## config.mk

```make
export PLATFORM = sky130hd
export DESIGN_NAME = sha256_core_job_sequencer
export DESIGN_NICKNAME = d
export VERILOG_FILES = /design/src/rtl/sha256_core_job_sequencer.sv
export SDC_FILE = /design/constraint.sdc
export NUM_CORES = 1
export LEC_CHECK = 0
export ABC_AREA = 1
export BUFFER_PORTS_ARGS = -buffer_cell sky130_fd_sc_hd__buf_4
export CAP_MARGIN = 0
export CORE_AREA = 5 5 597 599
export DETAILED_ROUTE_END_ITERATION = 10
export DIE_AREA = 0 0 602 604
export PLACE_DENSITY = 0.3
export SYNTH_ARGS = -nofsm -noshare
export SYNTH_HDL_FRONTEND = slang
export SYNTH_SLANG_ARGS = --single-unit
```

## constraint.sdc

```tcl
create_clock -name clk -period 2.4 [get_ports clk]
set_input_delay 0.12 -clock clk [delete_from_list [all_inputs] [get_ports clk]]
set_output_delay 0.12 -clock clk [all_outputs]
set_load 0.05 [all_outputs]
```

## src/rtl/sha256_core_job_sequencer.sv

```systemverilog
// Initiator-side sequencer for one SHA-256 core: block intake, level-init handshake,
// single-entry digest output register and round-timeout watchdog.
module sha256_core_job_sequencer #(
  parameter int TAG_W   = 4,
  parameter int TIMEOUT = 127,
  parameter int CNT_W   = 8
) (
  input  logic               clk,
  input  logic               reset_n,
  input  logic               blk_valid,
  output logic               blk_ready,
  input  logic [511:0]       blk_data,
  input  logic [TAG_W-1:0]   blk_tag,
  output logic               core_init,
  output logic [511:0]       core_block,
  input  logic [255:0]       core_digest,
  input  logic               core_digest_valid,
  output logic               dig_valid,
  input  logic               dig_ready,
  output logic [255:0]       dig_data,
  output logic [TAG_W-1:0]   dig_tag,
  output logic               busy,
  output logic               timeout_err,
  input  logic               err_clr
);

  localparam logic [1:0] ST_IDLE    = 2'd0;
  localparam logic [1:0] ST_ISSUE   = 2'd1;
  localparam logic [1:0] ST_RELEASE = 2'd2;

  localparam logic [CNT_W-1:0] WD_LIMIT = CNT_W'(TIMEOUT);

  logic [1:0]       state_r;
  logic [1:0]       state_s;
  logic [CNT_W-1:0] wd_r;
  logic [TAG_W-1:0] job_tag_r;
  logic             accept_s;
  logic             out_free_s;
  logic             capture_s;
  logic             expire_s;

  assign blk_ready = (state_r == ST_IDLE);
  assign busy      = (state_r != ST_IDLE);

  // Handshake qualifiers; a done core with a blocked output simply waits in ISSUE.
  always_comb begin
    accept_s   = blk_valid && (state_r == ST_IDLE);
    out_free_s = !dig_valid || dig_ready;
    capture_s  = (state_r == ST_ISSUE) && core_digest_valid && out_free_s;
    expire_s   = (state_r == ST_ISSUE) && !core_digest_valid && (wd_r == WD_LIMIT);
  end

  // Next-state decode.
  always_comb begin
    state_s = state_r;
    case (state_r)
      ST_IDLE: begin
        if (accept_s) state_s = ST_ISSUE;
        else          state_s = state_r;
      end
      ST_ISSUE: begin
        if (capture_s || expire_s) state_s = ST_RELEASE;
        else                       state_s = state_r;
      end
      ST_RELEASE: begin
        if (!core_digest_valid) state_s = ST_IDLE;
        else                    state_s = state_r;
      end
      default: state_s = ST_IDLE;
    endcase
  end

  // State register; core_init is the registered image of "next state is ISSUE".
  always_ff @(posedge clk or negedge reset_n) begin
    if (!reset_n) begin
      state_r   <= ST_IDLE;
      core_init <= 1'b0;
    end else begin
      state_r   <= state_s;
      core_init <= (state_s == ST_ISSUE);
    end
  end

  // Job capture; core_block only moves on accept, so it is stable while init is high.
  always_ff @(posedge clk or negedge reset_n) begin
    if (!reset_n) begin
      core_block <= 512'd0;
      job_tag_r  <= {TAG_W{1'b0}};
    end else if (accept_s) begin
      core_block <= blk_data;
      job_tag_r  <= blk_tag;
    end
  end

  // Round watchdog: frozen while the core reports done but the output is blocked.
  always_ff @(posedge clk or negedge reset_n) begin
    if (!reset_n) begin
      wd_r <= {CNT_W{1'b0}};
    end else if (accept_s) begin
      wd_r <= {CNT_W{1'b0}};
    end else if ((state_r == ST_ISSUE) && !core_digest_valid && !expire_s) begin
      wd_r <= wd_r + CNT_W'(1);
    end
  end

  // Single-entry digest register; drain and refill in one cycle leaves no bubble.
  always_ff @(posedge clk or negedge reset_n) begin
    if (!reset_n) begin
      dig_valid <= 1'b0;
      dig_data  <= 256'd0;
      dig_tag   <= {TAG_W{1'b0}};
    end else if (capture_s) begin
      dig_valid <= 1'b1;
      dig_data  <= core_digest;
      dig_tag   <= job_tag_r;
    end else if (dig_ready) begin
      dig_valid <= 1'b0;
    end
  end

  // Sticky timeout flag; a coincident expiry beats err_clr.
  always_ff @(posedge clk or negedge reset_n) begin
    if (!reset_n) begin
      timeout_err <= 1'b0;
    end else if (expire_s) begin
      timeout_err <= 1'b1;
    end else if (err_clr) begin
      timeout_err <= 1'b0;
    end
  end

endmodule

```

==> flow_metrics.tcl, run 1 <==
set metrics [dict create \
    finalHoldViolCount 0 \
    startpoint "state_r[1]$_DFF_PN0_" \
    cts.sinks 789 \
    final_util 0.1832 \
    leakage_uw 0.03215 \
    layout.nets 6953 \
    dieHeight_um 604 \
    fin_worst_skew_ns 0.06394 \
    ff2ff_path_depth 7 \
    synth_edf_count 0 \
    num_io_pins 1555 \
    htree_levels 3 \
    hpwl_um 204200 \
    critPathMaxFanout 62 \
    drcViolationCount 0 \
    num_rows 218 \
    grt_pass1_vias 36338 \
    endpoint "core_block[490]$_DFFE_PN0P_" \
    swShare 0.5261 \
    start_kind "flop" \
    cts_root_buf "clkbuf_16" \
    crit_type "flop to flop" \
    portBuffers 1554 \
    grt_remaining_overflow 0 \
    wl_um 246800 \
    layout_worst_path_cycle_share 0.9204 \
    firstDrtPassIters 5 \
    reg2reg_slack_ns 0.19 \
    routed_via_density 3.095 \
    syn_area_mm2 0.03075 \
    final_common_cell "nand2_1" \
    pwr-share-seq 0.256 \
    ant_nets 0 \
    die_area_mm2 0.3636 \
    pwr_density_cell_mw_per_mm2 1490 \
    netlist_instances 3363 \
    finalCriticalPeriod_ns 2.209 \
    required_ns 3.18 \
    initial_core_util 0.08766 \
    antenna_found_initial 126 \
    r2r-start "state_r[1]$_DFF_PN0_" \
    path_clk_slew_ns 0.06 \
    setup_viol 0 \
    grt_pass1_wl_um 328100 \
    yosys_warnings 0 \
    placed_area_mm2 0.04794 \
    ir_worst_vdd_mv 0.8301 \
    place_congestion 0.8349 \
    status "complete, no violations" \
    area_growth_pct 108.9 \
    power_frac_clock 0.187 \
    vias 33775 \
    slew_violations 0 \
    avgRoutedWirePerCell_um 22.62 \
    cts_tree "built" \
    p_comb_frac 0.557 \
    rsz0062_at_grt "no" \
    power_switching_uw 50350 \
    r2r_end "core_block[490]$_DFFE_PN0P_" \
    drv_cap 0 \
    hold_path.class "input port to flop" \
    cp-end-kind "flop" \
    drive_gt1_frac 0.3047 \
    async_reset_ff_frac 1.000 \
    drt_iter0_drc 1795 \
    synth_flop_cell "dfrtp_1" \
    grt_max_degree 155 \
    fmax_ghz 0.4527 \
    fillers 39378 \
    p_int_uw 45350 \
    insertion_delay_ns 0.85 \
    numCtsBuffers 114 \
    synth_nets 4142 \
    synth_area_per_cell_um2 9.143 \
    core_mm2 0.3508 \
    postLayoutCellArea_mm2 0.06425 \
    synth-seq-area-share 0.6421 \
    fin_tns_setup_ns 0 \
    tightest_slew_ns 1.353 \
    critPathArrivalTime_ns 2.99 \
    die_w_um 602 \
    final_cell_mix "nand2_1, buf_4, dlygate4sd3_1" \
    grt_usage 0.1305 \
    ys_seq_elements 789 \
    ys_types 23 \
    slew-limit-headroom 0.09796 \
    max-clock-path-buffers 4 \
]
[worst max-delay path, cell delays in order, from the launching register on]
cell and delay, ns:
dfrtp_1 0.44, nor2_4 0.21, nand2_8 0.15, clkinv_8 0.22, buf_12 0.29, nand2_1 0.12
nand2_1 0.08, dlygate4sd3_1 0.54
[per-layer routing]
layer  up-vias  wire, µm  GRT usage  part of all wire
met5         -        77          0           0.00031
met4        12      5078    0.02690             0.021
met3       345     21250    0.04848             0.086
met2      1201    119900     0.2238              0.49
met1     16390    100600     0.1554              0.41
li1      15827         -          -                 -
[repair_timing]
item / in CTS / in global routing
gates resized for setup: 0 / 1
setup endpoints to repair: 0 / 35
hold buffers: 1233 / 0
endpoints found under the hold margin: 1444 / 0
setup buffers: 0 / 0
[area by class of cell]
cell class,instances,area [µm²],area share
Timing Repair Buffer,2866,24960,0.3885
Clock buffer,167,3342,0.05202
Inverter,272,1033,0.01609
Sequential cell,789,19740,0.3073
Clock inverter,31,528.0,0.008219
Multi-Input combinational cell,2131,8768,0.1365
Tap cell,4620,5781,0.08998
Antenna cell,36,90.09,0.001402
[registers in the layout, summed over array words and instances (netlist names)]
name and cells:
dig_data 256, wd_r 8, state_r 2, job_tag_r 4, dig_valid 1, core_init 1
core_block 512, dig_tag 4, timeout_err 1
[power by group through the flow]
stage	Sequential (µW)	Combinational [µW]	Clock, µW
after floorplan	44500	9460	0
after CTS	24500	54700	18900
final	24500	53300	17900
after detailed placement	24500	51600	0
after global routing	25200	56700	19200
after global placement	24500	51500	0
[how the worst min path moves through the flow]
| stage | endpoint | from | depth (start not counted) | slack [ns] |
|---|---|---|---|---|
| detailed placement | core_block[97]$_DFFE_PN0P_ | reset_n | 1 | 0.14 |
| floorplan | core_block[0]$_DFFE_PN0P_ | reset_n | 0 | -0.18 |
| finish | core_block[147]$_DFFE_PN0P_ | blk_data[147] | 4 | 0.07 |
| global placement | core_block[97]$_DFFE_PN0P_ | reset_n | 1 | 0.14 |
| global route | dig_data[81]$_DFFE_PN0P_ | core_digest[81] | 4 | 0.02 |
| CTS | core_block[32]$_DFFE_PN0P_ | blk_data[32] | 4 | 0.0002 |
[metrics by stage]
| stage | total power (µW) | std cells | worst slack [ns] | hold WS (ns) |
|---|---|---|---|---|
| 6_report | 95690 | 10912 | 0.1910 | 0.07390 |
| 5_1_grt | 101200 | 10896 | 0.004912 | 0.02366 |
| 4_1_cts | 98010 | 10876 | 0.02538 | 0.0002351 |
| 3_5_place_dp | 76130 | 9445 | 0.3773 | 0.1413 |
| 3_3_place_gp | 76060 | 9445 | 0.3896 | 0.1415 |
| 2_1_floorplan | 53920 | 3363 | 0.8623 | -0.1756 |
[cells in the mapped netlist (2+ instances only)]
library cell	count	area, µm²
nor2_4	2	22.52
buf_4	33	247.7
nand4_1	3	18.77
o21ai_0	53	265.3
nor2_1	9	33.78
o21ai_1	122	610.6
nor3_1	2	10.01
xor2_1	2	17.52
nand3_1	11	55.05
nor2_2	2	12.51
dfrtp_1	789	19740
o21ai_2	90	788.3
inv_1	271	1017
buf_6	48	540.5
clkbuf_1	8	30.03
buf_2	82	410.4
nand2_1	1830	6869
[cell families (layout without fill, tap and decap cells)]
logic type,Yosys count,in the layout,synth area share
compound gates,266,266,0.05441
xor+xnor,2,2,0.0005698
fa+ha+maj,1,1,0.0004069
buf+inv,443,3336,0.07316
flops,789,789,0.6421
other cells,0,36,0
simple gates,1862,1862,0.2293
Note: power is estimated with default switching activity, not from simulation.
==> run 2, diff against run 1 <==
--- a/config.mk
+++ b/config.mk
@@ -11,7 +11,7 @@
 export CORE_AREA = 5 5 597 599
 export DETAILED_ROUTE_END_ITERATION = 10
 export DIE_AREA = 0 0 602 604
-export PLACE_DENSITY = 0.3
+export PLACE_DENSITY = 0.34
 export SYNTH_ARGS = -nofsm -noshare
 export SYNTH_HDL_FRONTEND = slang
 export SYNTH_SLANG_ARGS = --single-unit
==> flow_metrics.tcl, run 2 (synthesis gave the netlist of run 1 again) <==
set metrics [dict create \
    final_common_cell "nand2_1" \
    slew_violations 0 \
    crit_path_top_delay_cell "dlygate4sd3_1" \
    avgRoutedWirePerCell_um 22.93 \
    critPathArrivalTime_ns 3.00 \
    slew-limit-headroom 0.6024 \
    core_mm2 0.3508 \
    finalHoldViolCount 0 \
    hold_ws_ns 0.07267 \
    cp-end-kind "flop" \
    grt_pass1_wl_um 331000 \
    fmax_ghz 0.4416 \
    vias 34044 \
    final_cell_mix "nand2_1, buf_4, dlygate4sd3_1" \
    drt_iter0_drc 2120 \
    tightest_slew_ns 0.5964 \
    final_util 0.1818 \
    htree_levels 3 \
    ant_nets 0 \
    hpwl_um 209600 \
    cts_tree "built" \
    grt_remaining_overflow 0 \
    fin_worst_skew_ns 0.05876 \
    die_area_mm2 0.3636 \
    area_growth_pct 107.4 \
    timing.final.ws_setup_ns 0.1357 \
    drv_cap 0 \
    die_w_um 602 \
    status "complete, no violations" \
    portBuffers 1554 \
    fin_tns_setup_ns 0 \
    numCtsBuffers 110 \
    place_congestion 0.8493 \
    ir_worst_vdd_mv 0.7593 \
    layout.nets 6926 \
    rsz0062_at_grt "no" \
    path_clk_slew_ns 0.06 \
    cts.sinks 789 \
    grt_max_degree 99 \
    largest_reg_flops 512 \
    crit_path_frequent_cell "nand2_1" \
    placedCellCount 9444 \
    grt_usage 0.1320 \
    insertion_delay_ns 0.85 \
    antenna_found_initial 113 \
    layout_worst_path_cycle_share 0.9435 \
    setup_viol 0 \
    drive_gt1_frac 0.3048 \
    initial_core_util 0.08766 \
    top_regs "core_block: 512 flops, dig_data: 256 flops, wd_r: 8 flops" \
    routed_via_density 3.127 \
    wl_um 249700 \
    pwr_density_cell_mw_per_mm2 1496 \
    required_ns 3.13 \
    crit_type "flop to flop" \
    pre_cts_slack_ns 0.4449 \
    start_kind "flop" \
    cts_root_buf "clkbuf_16" \
    finalCriticalPeriod_ns 2.264 \
    hold_path.class "input port to flop" \
    dieHeight_um 604 \
    critPathMaxFanout 32 \
    num_io_pins 1555 \
    drcViolationCount 0 \
    max-clock-path-buffers 4 \
    num_rows 218 \
    crit_chain "nor2_4, nand2_8, clkinv_8, buf_12, buf_4, nand2_1, nand2_1, dlygate4sd3_1" \
    instances_no_fill 10887 \
    fillers 39192 \
    regMostFlops "core_block" \
    leakage_uw 0.03180 \
    grt_pass1_vias 36442 \
    cpPeakStageDelay_ns 0.55 \
    firstDrtPassIters 5 \
]
run 2: worst max-delay path: cells and delay by family (launching register included):
family                 cells  cell delay [ns]
buffers and inverters      4             1.19
and+or+nand+nor            4             0.43
DFF                        1             0.44
run 2: per-layer routing:
| metal | track usage | wire [µm] |
|---|---|---|
| met5 | 0 | 73 |
| met3 | 0.05759 | 25300 |
| met2 | 0.2304 | 123100 |
| met4 | 0.03272 | 6915 |
| met1 | 0.1466 | 94230 |
run 2: final timing paths:
kind | to | startpoint | depth (start not counted) | slack [ns]
hold reg to reg | core_block[484]$_DFFE_PN0P_ | core_block[484]$_DFFE_PN0P_ | 2 | 0.48
hold / removal | core_block[161]$_DFFE_PN0P_ | blk_data[161] | 4 | 0.07
min in group asynchronous | dig_data[171]$_DFFE_PN0P_ | reset_n | 3 | 0.10
setup / recovery | core_block[9]$_DFFE_PN0P_ | state_r[1]$_DFF_PN0_ | 8 | 0.14
max in group asynchronous | core_block[343]$_DFFE_PN0P_ | reset_n | 3 | 1.41
setup reg to reg | core_block[9]$_DFFE_PN0P_ | state_r[1]$_DFF_PN0_ | 8 | 0.14
run 2: area by class of cell:
type                    count  area (µm²)  share of cell area
well taps                4620        5781             0.09065
repair buffers           2843       24770              0.3884
clock inverters            39       464.2            0.007279
multi-input cells        2131        8768              0.1375
diodes                     36       90.09            0.001413
inverters                 272        1033             0.01621
clock buffers             157        3119             0.04891
flip-flops and latches    789       19740              0.3096
run 2: stage by stage:
step / total power (µW) / area, µm²
after floorplan: 53920 / 30750
after global placement: 77070 / 47970
after detailed placement: 77160 / 47970
after CTS: 97540 / 63670
after global routing: 100800 / 63730
final: 95380 / 63770
run 2: report_power, final:
group          switching [µW]  total (µW)  internal, µW
Clock                    7030       16800          9790
Sequential               4680       24300         19600
Combinational           39500       54300         14800
Total                   51200       95400         44200
run 2: repair_timing:
item / 4_1_cts / 5_1_grt
setup endpoints to repair: 0 / 6
gates resized for setup: 0 / 1
hold endpoints to repair: 1574 / 0
buffers inserted: 0 / 0
hold buffers: 1211 / 0
==> run 3, diff against run 2 <==
--- a/config.mk
+++ b/config.mk
@@ -8,9 +8,9 @@
 export ABC_AREA = 1
 export BUFFER_PORTS_ARGS = -buffer_cell sky130_fd_sc_hd__buf_4
 export CAP_MARGIN = 0
-export CORE_AREA = 5 5 597 599
+export CORE_AREA = 5 5 598 600
 export DETAILED_ROUTE_END_ITERATION = 10
-export DIE_AREA = 0 0 602 604
+export DIE_AREA = 0 0 603 605
 export PLACE_DENSITY = 0.34
 export SYNTH_ARGS = -nofsm -noshare
 export SYNTH_HDL_FRONTEND = slang
==> constraint.sdc (replaced) <==
create_clock -name clk -period 2.1 [get_ports clk]
set_input_delay 0.105 -clock clk [delete_from_list [all_inputs] [get_ports clk]]
set_output_delay 0.105 -clock clk [all_outputs]
set_load 0.05 [all_outputs]
==> flow_metrics.tcl, run 3 (synthesis gave the netlist of run 1 again) <==
set metrics [dict create \
    status "complete, no violations" \
    dieHeight_um 605 \
    drcViolationCount 0 \
    drv_cap 0 \
    avgRoutedWirePerCell_um 23.72 \
    finalCriticalPeriod_ns 2.031 \
    pre_cts_slack_ns -0.07041 \
    r2r_end "dig_data[108]$_DFFE_PN0P_" \
    place_congestion 0.8478 \
    startpoint "state_r[0]$_DFF_PN0_" \
    hold_path.class "input port to flop" \
    slew_violations 0 \
    start_kind "flop" \
    fin_tns_setup_ns 0 \
    insertion_delay_ns 0.92 \
    finalHoldViolCount 0 \
    r2r-start "state_r[0]$_DFF_PN0_" \
    final_cell_mix "nand2_1, buf_4, dlygate4sd3_1" \
    ir_worst_vdd_mv 0.9035 \
    cts_root_buf "clkbuf_16" \
    num_io_pins 1555 \
    grt_usage 0.1377 \
    numCtsBuffers 117 \
    required_ns 2.95 \
    rsz0062_at_grt "yes" \
    grt_remaining_overflow 0 \
    seqCellArea_mm2 0.01974 \
    min_from "blk_data[250]" \
    critPathBufInv 4 \
    crit_type "flop to flop" \
    grt_pass1_vias 37274 \
    max-clock-path-buffers 4 \
    cts_tree "built" \
    layout.nets 7150 \
    fmax_ghz 0.4923 \
    fin_worst_skew_ns 0.1034 \
    crit_chain "inv_2, nor2_4, nand3_4, buf_4, clkbuf_16, o21ai_2, dlygate4sd3_1" \
    hpwl_um 221800 \
    initial_core_util 0.08745 \
    ff2ff_path_depth 7 \
    reg2reg_slack_ns 0.07 \
    final_common_cell "nand2_1" \
    setup_viol 0 \
    die_w_um 603 \
    endpoint "dig_data[108]$_DFFE_PN0P_" \
    cts.sinks 789 \
    vias 35128 \
    fillers 39212 \
    grt_pass1_wl_um 342000 \
    wl_um 263900 \
    tightest_slew_ns 0.9062 \
    drt_iter0_drc 2097 \
    portBuffers 1554 \
    die_area_mm2 0.3648 \
    top_regs "core_block: 512 flops, dig_data: 256 flops, wd_r: 8 flops" \
    routed_via_density 3.157 \
    timing.final.ws_setup_ns 0.06858 \
    path_clk_slew_ns 0.06 \
    num_rows 218 \
    ant_nets 0 \
    pwr_density_cell_mw_per_mm2 1693 \
    firstDrtPassIters 5 \
    grt_max_degree 145 \
    antenna_found_initial 127 \
    area_growth_pct 115.5 \
    multi_input_comb_area_mm2 0.008786 \
    cp-end-kind "flop" \
    critPathArrivalTime_ns 2.88 \
    layout_worst_path_cycle_share 0.9673 \
    crit_cells 7 \
    cpPeakStageDelay_ns 0.56 \
    regMostFlops "core_block" \
    core_mm2 0.3516 \
    slew-limit-headroom 0.3958 \
    largest_reg_flops 512 \
    htree_levels 3 \
    drive_gt1_frac 0.3050 \
    path_delay_family "buffers and inverters" \
    leakage_uw 0.03288 \
    critPathMaxFanout 13 \
    crit_path_top_delay_cell "dlygate4sd3_1" \
]
run 3: changes by cell type in the layout (fill, tap and decap cells not counted), moves of 4 or more:
cell	change
dlygate4sd3_1	+163
clkinvlp_4	+8
diode_2	+10
inv_6	-4
buf_4	+42
clkbuf_16	+10
run 3: worst register-to-register path, stage by stage (launching register included):
cell and delay [ns]:
dfrtp_1 0.39, inv_2 0.07, nor2_4 0.25, nand3_4 0.23, buf_4 0.25, clkbuf_16 0.19, o21ai_2 0.13, dlygate4sd3_1 0.56
run 3: metal layers:
layer	part of all wire	GRT usage	routed length [µm]
met3	0.098	0.05646	25810
met1	0.37	0.1509	98800
met4	0.035	0.04117	9157
met5	0.00018	0	48
met2	0.49	0.2427	130100
run 3: per-stage QoR:
| stage | power, µW | std cells | instance area (µm²) | utilization | hold slack [ns] |
|---|---|---|---|---|---|
| 6_report | 112200 | 11128 | 66270 | 0.1885 | 0.08126 |
| 5_1_grt | 118500 | 11110 | 66230 | 0.1884 | 0.02850 |
| 4_1_cts | 114600 | 11070 | 65960 | 0.1876 | 0.0002006 |
| 3_5_place_dp | 89520 | 9483 | 48270 | 0.1373 | 0.1430 |
| 3_3_place_gp | 89430 | 9483 | 48270 | 0.1373 | 0.1432 |
| 2_1_floorplan | 61630 | 3363 | 30750 | - | -0.1906 |
run 3: final cells by class:
class | instances | share of cell area
flip-flops and latches | 789 | 0.2979
well taps | 4620 | 0.08722
clock inverters | 48 | 0.009137
repair buffers | 3059 | 0.4062
clock buffers | 162 | 0.04961
inverters | 272 | 0.01559
multi-input cells | 2132 | 0.1326
diodes | 46 | 0.001737
run 3: worst min-delay path by stage:
stage / endpoint / cells after the start
after floorplan: core_block[0]$_DFFE_PN0P_ / 0
after detailed placement: core_block[188]$_DFFE_PN0P_ / 1
final: core_block[250]$_DFFE_PN0P_ / 4
after global placement: core_block[188]$_DFFE_PN0P_ / 1
after global routing: core_block[210]$_DFFE_PN0P_ / 4
after CTS: core_block[474]$_DFFE_PN0P_ / 4
run 3: power by group:
part           internal (µW)  switching, µW
clock network          12100           8490
logic                  17700          46400
registers              22400           5020
run 3: timing repair:
item / CTS / global route
setup endpoints to repair: 1 / 37
gates resized for setup: 1 / 13
hold buffers: 1377 / 0
cloned: 0 / 3
pin swaps: 0 / 4
endpoints found under the hold margin: 1578 / 0
setup buffers: 0 / 10
